### src/rtl/mc_controller_hs.sv
// mc_controller_hs: multicycle MIPS-subset control FSM with a stallable memory handshake
module mc_controller_hs #(
   parameter int MEM_HANDSHAKE = 1,
   parameter int HAS_BNE       = 1,
   parameter int HAS_IMM_LOGIC = 1
) (
   input  logic       clk,
   input  logic       reset,
   input  logic [5:0] op,
   input  logic [5:0] funct,
   input  logic       zero,
   input  logic       mem_ready,
   output logic       mem_req,
   output logic       irwrite,
   output logic       memwrite,
   output logic       iord,
   output logic       pcen,
   output logic [1:0] pcsrc,
   output logic [2:0] alucontrol,
   output logic [1:0] alusrcb,
   output logic       alusrca,
   output logic       regwrite,
   output logic       regdst,
   output logic       memtoreg,
   output logic       bne_sign,
   output logic       zeroext,
   output logic       illegal
);
   typedef enum logic [3:0] {
      FETCH, DECODE, MEMADR, MEMRD, MEMWB, MEMWR, REX, RWB, BREX, IEX, IWB, JEX
   } state_t;
   state_t state, next;
   logic done, is_lw, is_sw, is_r, is_br, is_bne, is_addi, is_andi, is_ori, is_j, r_ok, imm_logic;
   logic [2:0] r_alu, i_alu;
   assign done      = mem_ready | (MEM_HANDSHAKE == 0);
   assign is_lw     = op == 6'b100011;
   assign is_sw     = op == 6'b101011;
   assign is_r      = op == 6'b000000;
   assign is_bne    = op == 6'b000101;
   assign is_br     = op == 6'b000100 | (is_bne & (HAS_BNE != 0));
   assign is_addi   = op == 6'b001000;
   assign is_andi   = op == 6'b001100 & (HAS_IMM_LOGIC != 0);
   assign is_ori    = op == 6'b001101 & (HAS_IMM_LOGIC != 0);
   assign is_j      = op == 6'b000010;
   assign imm_logic = is_andi | is_ori;
   assign r_ok      = funct == 6'b100000 | funct == 6'b100010 | funct == 6'b100100 |
                      funct == 6'b100101 | funct == 6'b101010;
   assign r_alu     = funct == 6'b100010 ? 3'b110 : funct == 6'b100100 ? 3'b000 :
                      funct == 6'b100101 ? 3'b001 : funct == 6'b101010 ? 3'b111 : 3'b010;
   assign i_alu     = is_andi ? 3'b000 : is_ori ? 3'b001 : 3'b010;
   always_ff @(posedge clk or posedge reset)
      if (reset) state <= FETCH;
      else state <= next;
   always_comb begin
      next = state;
      mem_req = 1'b0;
      irwrite = 1'b0;
      memwrite = 1'b0;
      iord = 1'b0;
      pcen = 1'b0;
      pcsrc = 2'b00;
      alucontrol = 3'b000;
      alusrcb = 2'b00;
      alusrca = 1'b0;
      regwrite = 1'b0;
      regdst = 1'b0;
      memtoreg = 1'b0;
      bne_sign = 1'b0;
      zeroext = 1'b0;
      illegal = 1'b0;
      case (state)
         FETCH: begin
            mem_req = 1'b1;
            alusrcb = 2'b01;
            alucontrol = 3'b010;
            irwrite = done;
            pcen = done;
            next = done ? DECODE : FETCH;
         end
         DECODE: begin
            alusrcb = 2'b11;
            alucontrol = 3'b010;
            next = (is_lw | is_sw) ? MEMADR : (is_r & r_ok) ? REX : is_br ? BREX :
                   (is_addi | imm_logic) ? IEX : is_j ? JEX : FETCH;
            illegal = !(is_lw | is_sw | (is_r & r_ok) | is_br | is_addi | imm_logic | is_j);
         end
         MEMADR: begin
            alusrca = 1'b1;
            alusrcb = 2'b10;
            alucontrol = 3'b010;
            next = is_sw ? MEMWR : MEMRD;
         end
         MEMRD: begin
            mem_req = 1'b1;
            iord = 1'b1;
            next = done ? MEMWB : MEMRD;
         end
         MEMWB: begin
            regwrite = 1'b1;
            memtoreg = 1'b1;
            next = FETCH;
         end
         MEMWR: begin
            mem_req = 1'b1;
            iord = 1'b1;
            memwrite = 1'b1;
            next = done ? FETCH : MEMWR;
         end
         REX: begin
            alusrca = 1'b1;
            alucontrol = r_alu;
            next = RWB;
         end
         RWB: begin
            regwrite = 1'b1;
            regdst = 1'b1;
            alucontrol = r_alu;
            next = FETCH;
         end
         BREX: begin
            alusrca = 1'b1;
            alucontrol = 3'b110;
            pcsrc = 2'b01;
            bne_sign = is_bne;
            pcen = zero ^ is_bne;
            next = FETCH;
         end
         IEX: begin
            alusrca = 1'b1;
            alusrcb = 2'b10;
            alucontrol = i_alu;
            zeroext = imm_logic;
            next = IWB;
         end
         IWB: begin
            regwrite = 1'b1;
            alucontrol = i_alu;
            zeroext = imm_logic;
            next = FETCH;
         end
         JEX: begin
            pcsrc = 2'b10;
            pcen = 1'b1;
            next = FETCH;
         end
         default: next = FETCH;
      endcase
      // state is already FETCH under reset; only the side-effecting enables need masking
      if (reset) begin
         mem_req = 1'b0;
         irwrite = 1'b0;
         memwrite = 1'b0;
         pcen = 1'b0;
         regwrite = 1'b0;
      end
   end
endmodule

### config.mk
export PLATFORM = sky130hd
export DESIGN_NAME = mc_controller_hs
export DESIGN_NICKNAME = d
export VERILOG_FILES = /design/src/rtl/mc_controller_hs.sv
export SDC_FILE = /design/constraint.sdc
export NUM_CORES = 1
export LEC_CHECK = 0
export ABC_CLOCK_PERIOD_IN_PS = 1900
export CORE_AREA = 2 2 39 41
export DETAILED_ROUTE_END_ITERATION = 6
export DIE_AREA = 0 0 41 43
export DONT_BUFFER_PORTS = 1
export PLACE_DENSITY = 0.82
export SLEW_MARGIN = 20
export SYNTH_ARGS = -nofsm -noshare
export SYNTH_HDL_FRONTEND = slang
export SYNTH_SLANG_ARGS = --single-unit
### constraint.sdc
create_clock -name clk -period 1.9 [get_ports clk]
set_input_delay 0.38 -clock clk [delete_from_list [all_inputs] [get_ports clk]]
set_output_delay 0.38 -clock clk [all_outputs]
set_load 0.02 [all_outputs]
==> metrics.md <==
| Metric | Value |
|---|---|
| Antenna cells | 0 |
| Post-route antenna net violation count | 0 |
| Post-synth EDFFs | 0 |
| Final Util | 0.7161 |
| Hold Crit Class | input port to flip-flop |
| Reg clk slew, reported paths | ~0.040 ns |
| Fraction of layout cells with a size suffix above 1 | 0.3770 |
| Overall Global Routing Usage | 0.2970 |
| Wire length per cell | 17.75 um |
| Seq/Total Area, Yosys | 0.1416 |
| Fmax | about 0.47 GHz |
| Critical Path AT | between 1.5 and 2 ns |
| Setup Skew | between 0.001 and 0.0015 ns |
| Detailed Routing Iterations Pass 1 | 4 |
| Clk_lat worst skew | around 0.24 ns |
| Global route total overflow | 0 |
| Core box area | ~0.0014 mm2 |
| Fillers | approximately 110 |
| Largest register FFs | 4 |
| Synth warn | 0 |
| Slew @ Worst Pin | ~0.6 ns |
| Clock root cell | clkbuf_4 |
| Cells after Synth | 100 |
| # Max-Cap Violations | 0 |
| Rel. slew slack | 0.5881 |
| Placer Congestion | about 0.84 |
| Layout Nets | 140 |
| #FFs+latches synth | 4 |
| Clock Sinks | 4 |
| WS Path Type | flip-flop to primary output |
| Final Power | approximately 1.1 mW |
| Yosys top cell area share | 0.1416 |
| Starting DRT DRC Count | 30 |
| Worst-path maximum fanout | 4 |
| Main synth FF type | dfrtp_1 |
| Post-route DRC | 0 |
| Vias post-DR | just over 900 |
| Largest reg by FF count | state |
| Post-Syn Nets | about 120 |
| Syn Area/Cell | 7.069 um2 |
| Initial antenna violation count | 0 |
| Area occupied by multi-input gates | around 600 um2 |
| First-pass GRT wire length | 3.553 mm |
| DIE WIDTH | between 40 and 50 um |
| Maximum vdd ir drop | between 0.6 and 0.7 mV |
| Unrepaired setup endpoints after global routing | true |
| Setup TNS | -0.7653 ns |
| P_leak | between 0.3 and 0.4 nW |
| IO Pins | 35 |
| Critical Path Source Type | flip-flop |
| Hold_ws | roughly 0.37 ns |
| Pre-CTS setup slack | -0.01898 ns |
| Asr flop ratio synth | 1.000 |
| Worst setup EP type | primary output |
| Area Overhead vs Synth | 40.18% |
| Status | finished with violations |
| Synth top cells by count | inv_1 (8), o21ai_0 (8), nor3_1 (7) |
| Final hold violations | 0 |
| Ranking of synthesized cells by area | dfrtp_1 (14%), o21ai_0 (5.7%), nor3_1 (5.0%), inv_1 (4.2%), nor3b_1 (4.2%) |
| Die Y | about 43 um |
| Largest net degree at the start of global routing | 17 |
| Vias in the first global route | approximately 800 |
| Top flop regs | state: 4 flops |
| Via density per instance | 6.768 |
| CTS tree | yes |
| Fin crit period | 2.129 ns |
| Post-synth top area cell | dfrtp_1 |
| Cell variety after synth | 44 |
| Clock Path Buffers | 2 |
| Routed WL | between 2 and 2.5 mm |
| Mapped Area | ~710 um2 |
| H-Tree Depth | 1 |
| Final setup violation count | 4 |
| Starting Density | 0.5108 |
| Required @ worst endpoint | between 1.5 and 2 ns |
| Setup ws final | -0.2294 ns |
| Die ar. | approximately 0.0018 mm2 |
| Violated checks | setup timing |
| Dpl hpwl | between 1.5 and 2 mm |
| Port Buf Inserts | 0 |
| Final worst path period share | 1.121 |
| CTS Buf Count | 3 |
| Sequential Area | about 100 um2 |
| Pins over their slew limit | 0 |
| Row cnt | 14 |
| Pwr Density | 1120 mW/mm2 |
## placed cells by master, fill, tap and decap left out, types with 2 or more instances in the layout
| master | instances |
|---|---|
| inv_1 | 6 |
| nor4b_1 | 3 |
| inv_2 | 2 |
| nand2b_1 | 3 |
| nor3b_1 | 4 |
| nor2_1 | 5 |
| clkbuf_4 | 3 |
| and3_1 | 2 |
| xnor2_1 | 2 |
| o22ai_1 | 3 |
| nand3_1 | 2 |
| nand4_1 | 3 |
| buf_4 | 21 |
| nand2_1 | 5 |
| buf_6 | 3 |
| dfrtp_1 | 3 |
| nor3_1 | 6 |
| o21ai_0 | 6 |
| a31oi_1 | 3 |
| a21oi_1 | 4 |
## where the power goes
group / switching [mW] / internal (mW) / total, mW
Combinational: 0.483 / 0.373 / 0.856
Sequential: 0.0362 / 0.111 / 0.147
Clock: 0.0355 / 0.0707 / 0.106
## what timing repair did
action / in CTS / in global routing
gates resized for setup: 5 / 8
setup endpoints to repair: 4 / 10
setup buffers: 0 / 1
gates cloned: 0 / 0
hold buffers: 1 / 0
hold endpoints to repair: 4 / 0
## metal layers
metal	global-route usage	share of wire	vias to the layer above
met2	0.5219	0.56	47
li1	-	-	434
met3	0.03141	0.051	4
met5	0	0	-
met4	0.1467	0.011	0
met1	0.3246	0.38	449
## final timing paths
kind | from | to | slack, ns | depth (start not counted)
min reg2reg | state[1] | state[1] | 0.71 | 2
max reg2reg | state[1] | state[2] | 0.06 | 5
max in group asynchronous | reset | state[3] | 1.16 | 2
min in group asynchronous | reset | state[2] | 0.52 | 2
min | mem_ready | state[0] | 0.37 | 2
max | state[2] | pcen | -0.23 | 4
## cell type report
type,count,share of cell area
Multi-Input combinational cell,82,0.6212
Sequential cell,4,0.1023
Timing Repair Buffer,25,0.2033
Inverter,8,0.03030
Tap cell,16,0.02020
Clock buffer,3,0.02273
## through the flow
step / instances / area, um2
after global routing: 138 / 991.0
after floorplan: 100 / 748.2
after global placement: 133 / 907.1
after detailed placement: 133 / 907.1
final: 138 / 991.0
after CTS: 137 / 964.7
## critical path: stages, from the launching register on
cell      delay (ns)
dfrtp_1         0.41
nand2b_4        0.16
or3_4           0.33
or4_4           0.50
o311ai_4        0.11
## logic make-up after synthesis
family          share of synthesized area
mux                               0.03009
simple gates                       0.3982
compound gates                     0.3027
flops                              0.1416
buf+inv                           0.09028
xor+xnor                          0.03717
Note: power is estimated with default switching activity, not from simulation.
